==> src/rtl/axi_master_wresp_tracker.sv <==
// ============================================================================
// axi_master_wresp_tracker : AXI write-response tracker (in-order ID FIFO,
// WLAST counting, BID check). Optional watchdog: define WRESP_TIMEOUT_EN.
// Revision: 1.0
// ============================================================================
`default_nettype none

module axi_master_wresp_tracker #(
  parameter int ID_W           = 12,
  parameter int MAX_OUT        = 4,
  parameter int TIMEOUT_CYCLES = 255
) (
  input  logic            clk,
  input  logic            m_axi_aresetn,
  input  logic            m_axi_awvalid,
  input  logic            m_axi_awready,
  input  logic [ID_W-1:0] m_axi_awid,
  input  logic            m_axi_wvalid,
  input  logic            m_axi_wready,
  input  logic            m_axi_wlast,
  input  logic            m_axi_bvalid,
  input  logic [ID_W-1:0] m_axi_bid,
  input  logic [1:0]      m_axi_bresp,
  output logic            m_axi_bready,
  input  logic            bready,
  output logic            aw_stall,
  output logic            tx_bwait,
  output logic            wresp_valid,
  output logic [ID_W-1:0] wresp_id,
  output logic [1:0]      wresp_code,
  output logic            wresp_err,
  output logic            wresp_timeout
);

  localparam int PTR_W = $clog2(MAX_OUT);
  localparam int CNT_W = $clog2(MAX_OUT + 1);
  localparam logic [CNT_W-1:0] CNT_MAX = CNT_W'(MAX_OUT);

  if (MAX_OUT < 2 || (MAX_OUT & (MAX_OUT - 1)) != 0 || TIMEOUT_CYCLES < 1) begin : g_param_check
    $error("axi_master_wresp_tracker: bad MAX_OUT or TIMEOUT_CYCLES");
  end

  logic [ID_W-1:0]  id_fifo [MAX_OUT];
  logic [PTR_W-1:0] wr_ptr;
  logic [PTR_W-1:0] rd_ptr;
  logic [CNT_W-1:0] occ;
  logic [CNT_W-1:0] occ_next;
  logic [CNT_W-1:0] wdone;
  logic [CNT_W-1:0] wdone_next;
  logic             aw_hs;
  logic             wl_hs;
  logic             b_hs;
  logic             fifo_full;
  logic             push;
  logic             aw_ovf;
  logic             wl_ovf;
  logic             id_mismatch;

  assign m_axi_bready = bready & (occ != '0) & (wdone != '0);

  always_comb begin
    aw_hs       = m_axi_awvalid & m_axi_awready;
    wl_hs       = m_axi_wvalid & m_axi_wready & m_axi_wlast;
    b_hs        = m_axi_bvalid & m_axi_bready;
    fifo_full   = (occ == CNT_MAX);
    // A pop in the same cycle frees the slot, so a push at full is still accepted.
    push        = aw_hs & (~fifo_full | b_hs);
    aw_ovf      = aw_hs & fifo_full & ~b_hs;
    id_mismatch = b_hs & (m_axi_bid != id_fifo[rd_ptr]);

    occ_next = occ;
    if (push && !b_hs) begin
      occ_next = occ + CNT_W'(1);
    end else if (!push && b_hs) begin
      occ_next = occ - CNT_W'(1);
    end

    wdone_next = wdone;
    wl_ovf     = 1'b0;
    if (wl_hs && !b_hs) begin
      if (wdone == CNT_MAX) begin
        wl_ovf = 1'b1;
      end else begin
        wdone_next = wdone + CNT_W'(1);
      end
    end else if (!wl_hs && b_hs) begin
      wdone_next = wdone - CNT_W'(1);
    end
  end

  always_ff @(posedge clk) begin
    if (push) begin
      id_fifo[wr_ptr] <= m_axi_awid;
    end
  end

  always_ff @(posedge clk) begin
    if (!m_axi_aresetn) begin
      wr_ptr      <= '0;
      rd_ptr      <= '0;
      occ         <= '0;
      wdone       <= '0;
      aw_stall    <= 1'b0;
      tx_bwait    <= 1'b0;
      wresp_valid <= 1'b0;
      wresp_id    <= '0;
      wresp_code  <= 2'b00;
      wresp_err   <= 1'b0;
    end else begin
      if (push) begin
        wr_ptr <= wr_ptr + PTR_W'(1);
      end
      if (b_hs) begin
        rd_ptr     <= rd_ptr + PTR_W'(1);
        wresp_id   <= m_axi_bid;
        wresp_code <= m_axi_bresp;
      end
      occ         <= occ_next;
      wdone       <= wdone_next;
      aw_stall    <= (occ_next == CNT_MAX);
      tx_bwait    <= (occ_next != '0);
      wresp_valid <= b_hs;
      // SLVERR/DECERR travel in wresp_code only; the flag is for protocol faults.
      if (aw_ovf || wl_ovf || id_mismatch) begin
        wresp_err <= 1'b1;
      end
    end
  end

`ifdef WRESP_TIMEOUT_EN
  localparam int TO_W = $clog2(TIMEOUT_CYCLES + 1);
  localparam logic [TO_W-1:0] TO_MAX = TO_W'(TIMEOUT_CYCLES);

  logic [TO_W-1:0] to_cnt;
  logic            to_flag;

  always_ff @(posedge clk) begin
    if (!m_axi_aresetn) begin
      to_cnt  <= '0;
      to_flag <= 1'b0;
    end else begin
      if (b_hs || occ == '0) begin
        to_cnt <= '0;
      end else if (to_cnt != TO_MAX) begin
        to_cnt <= to_cnt + TO_W'(1);
      end
      if (to_cnt == TO_MAX) begin
        to_flag <= 1'b1;
      end
    end
  end

  assign wresp_timeout = to_flag;
`else
  assign wresp_timeout = 1'b0;
`endif

endmodule

`default_nettype wire

==> config.mk <==
export PLATFORM = sky130hd
export DESIGN_NAME = axi_master_wresp_tracker
export DESIGN_NICKNAME = d
export VERILOG_FILES = /design/src/rtl/axi_master_wresp_tracker.sv
export SDC_FILE = /design/constraint.sdc
export NUM_CORES = 1
export LEC_CHECK = 0
export BUFFER_PORTS_ARGS = -buffer_cell sky130_fd_sc_hd__buf_2
export CORE_ASPECT_RATIO = 1.75
export CORE_UTILIZATION = 35
export CTS_BUF_LIST = sky130_fd_sc_hd__clkbuf_4 sky130_fd_sc_hd__clkbuf_8 sky130_fd_sc_hd__clkbuf_16
export CTS_CLUSTER_DIAMETER = 30
export DETAILED_ROUTE_END_ITERATION = 12
export GPL_ROUTABILITY_DRIVEN = 0
export PLACE_DENSITY = 0.58
export SYNTH_ARGS = -nofsm -noshare
export SYNTH_HDL_FRONTEND = slang
export SYNTH_SLANG_ARGS = --single-unit
==> constraint.sdc <==
create_clock -name clk -period 2.6 [get_ports clk]
set_input_delay 0.52 -clock clk [delete_from_list [all_inputs] [get_ports clk]]
set_output_delay 0.52 -clock clk [all_outputs]
set_load 0.05 [all_outputs]
==> flow_metrics.env <==
export IMPL_min_period_ps=2220
export IMPL_num_nets_final=352
export IMPL_final_max_slew_viol_count=0
export IMPL_worst_setup_path_end_kind="flop"
export IMPL_clock_sinks=78
export IMPL_place_area_mm2=0.00372
export IMPL_path_clk_slew_ps=60
export IMPL_initial_core_util_pct=36.0
export IMPL_reg2regPathDepth=6
export IMPL_path_class="flop to flop"
export IMPL_synthTopCellsByCount="edfxtp_1, nand2_1, dfxtp_1, a21oi_1, xnor2_1"
export IMPL_insertedDiodeCount=0
export IMPL_hold_depth=1
export IMPL_antenna_found_initial=0
export IMPL_slew_headroom_pct=44.2
export IMPL_ctsHoldBuffers=0
export IMPL_setup_viol=0
export IMPL_synth_top_cell_by_area="edfxtp_1"
export IMPL_drtIter0Drc=74
export IMPL_worstReg2RegEnd="wresp_err"
export IMPL_arrival_ps=2400
export IMPL_maxCapViolations=0
export IMPL_fin_area_mm2=0.00405
export IMPL_ir_drop_mv=0.390
export IMPL_h_tree_depth=3
export IMPL_grt_setup_unrepaired="false"
export IMPL_yosysUniqueCellTypes=42
export IMPL_vias=2097
export IMPL_cp_start_kind="flop"
export IMPL_worstHoldEndpoint="id_fifo[0][9]"
export IMPL_core_mm2=0.00909
export IMPL_drt_pass1_iter_count=4
export IMPL_hold_violations=0
export IMPL_seq_area_frac_synth_pct=62.3
export IMPL_post_cts_resized=0
export IMPL_drc_errors=0
export IMPL_critPathRequiredTime_ps=2780
export IMPL_synth_flop_cell="edfxtp_1"
export IMPL_area_growth_pct=23.5
export IMPL_dieArea_mm2=0.00977
export IMPL_tightest_slew_ps=836
export IMPL_p_leak_uw=0.00149
export IMPL_drive_gt1_share_pct=30.3
export IMPL_synth_edff_count=48
export IMPL_die_y_um=130
export IMPL_synth_fp_nets=286
export IMPL_grt_pass1_wl_um=9690
export IMPL_period_share_pct=85.4
export IMPL_fmax_mhz=450
export IMPL_grt_max_degree=26
export IMPL_power_density_mw_per_mm2=759
export IMPL_ys_ff_latch=78
export IMPL_syn_area_per_cell_um2=13.5
export IMPL_synth_top_area_share_pct=44.0
export IMPL_grt_usage_pct=14.1
export IMPL_post_drt_wl_per_cell_um=14.5
export IMPL_yosysMostFrequentCell="edfxtp_1"
export IMPL_grt_ovfl_total=0
export IMPL_tns_ps=0
export IMPL_min_path_type="input pin to flop"
export IMPL_netlist_area_mm2=0.00328
export IMPL_chipWidth_um=75.1
export IMPL_wirelength_um=6270
export IMPL_grt_pass1_vias=2022
export IMPL_r2r_slack_ps=380
export IMPL_synth_area_leaders="edfxtp_1, dfxtp_1, mux4_2"
export IMPL_drtAntennaViolNets=0
export IMPL_hp_start="m_axi_awid[9]"
export IMPL_fill_cells=881
export IMPL_yosys_warnings=0
export IMPL_cts_path_max_buffers=2
export IMPL_dp_final_hpwl_um=4620
export IMPL_worst_skew_pair_late_latency_ps=330
export IMPL_path_max_fanout=6
export IMPL_io_buffer_count=53
export IMPL_io_pins=55
export IMPL_cts_tree="yes"
export IMPL_syn_inst=243
export IMPL_cts_buffers=9
export IMPL_std_cell_rows=46
export IMPL_outcome="completed"
export IMPL_async_flop_share_pct=0
export IMPL_fin_skew_ps=7.26
export IMPL_cts_setup_buffers=0
export IMPL_routed_via_density=4.83
export IMPL_cts_root_buf="clkbuf_16"
[where the power goes]
| part | switching [uW] | internal, uW | total, uW |
|---|---|---|---|
| registers | 25.4 | 1360 | 1380 |
| logic | 202 | 130 | 332 |
| clock network | 503 | 853 | 1360 |
[routing by layer]
metal / global-route usage, % / up-vias / share of wire, %
li1: - / 1028 / -
met2: 24.6 / 58 / 54
met3: 3.78 / 9 / 3.9
met5: 0 / - / 0
met1: 14.8 / 1002 / 40
met4: 8.06 / 0 / 2.3
[registers in the layout (all words and copies together), names as in the netlist, named ones only]
signal,cells
wdone,3
tx_bwait,1
rd_ptr,2
id_fifo,48
occ,3
wr_ptr,2
wresp_valid,1
wresp_id,12
aw_stall,1
wresp_err,1
wresp_code,2
[area by class of cell]
type	instances	area [um^2]	area share, %
clock buffers	9	225	5.57
inverters	5	18.8	0.464
flip-flops and latches	78	2040	50.5
clock inverters	7	103	2.54
repair buffers	63	340	8.41
well taps	120	150	3.71
multi-input cells	152	1170	28.8
[cells by family (layout without fill, tap and decap cells)]
| group | Yosys count | in the layout | share of synthesized area, % |
|---|---|---|---|
| muxes | 16 | 16 | 9.82 |
| xor gates and xnor gates | 17 | 17 | 4.55 |
| and+or+nand+nor | 78 | 78 | 11.5 |
| buffers and inverters | 13 | 84 | 2.06 |
| adders and majority gates | 8 | 8 | 3.28 |
| other | 1 | 1 | 0.114 |
| DFF | 78 | 78 | 62.3 |
| AOI/OAI and AO/OA | 32 | 32 | 6.38 |
[stage by stage]
stage | setup slack (ps) | hold WS (ps) | power [uW] | cells | util (%)
after floorplan | 446 | 472 | 1640 | 243 | -
after global placement | 406 | 440 | 1740 | 418 | 40.9
after detailed placement | 403 | 444 | 1740 | 418 | 40.9
after CTS | 366 | 386 | 3100 | 434 | 44.5
after global routing | 205 | 396 | 3190 | 434 | 44.5
final | 379 | 398 | 3070 | 434 | 44.5
[worst max path at each step]
| stage | from | to | slack, ps | depth (start not counted) |
|---|---|---|---|---|
| after floorplan | occ[0] | wdone[1] | 450 | 7 |
| after global placement | flop | wresp_err | 410 | 6 |
| after detailed placement | flop | wresp_err | 400 | 6 |
| after CTS | flop | wresp_err | 370 | 6 |
| after global routing | occ[0] | id_fifo[2][6] | 210 | 7 |
| final | flop | wresp_err | 380 | 6 |
[layout by cell type (no fill, tap or decap), drive strengths merged, types with 2 or more instances in the layout]
cell type	instances
buf	63
o22ai	2
nand3	3
nor2	11
a21oi	17
xor2	2
nand4	3
or3	2
nand2b	2
o31ai	2
ha	7
dfxtp	30
mux2i	4
bufinv	2
nand2	40
mux4	12
o41ai	2
inv	9
xnor2	15
edfxtp	48
and2	6
and3	3
o21ai	2
clkbuf	9
nor3	5
[critical path: stages (launching register included)]
cell	delay (ps)
dfxtp_1	530
buf_4	240
mux4_2	510
xnor2_1	170
nand3_1	130
o41ai_1	370
a21oi_1	110
No activity file was read; power rests on OpenSTA's default activity.
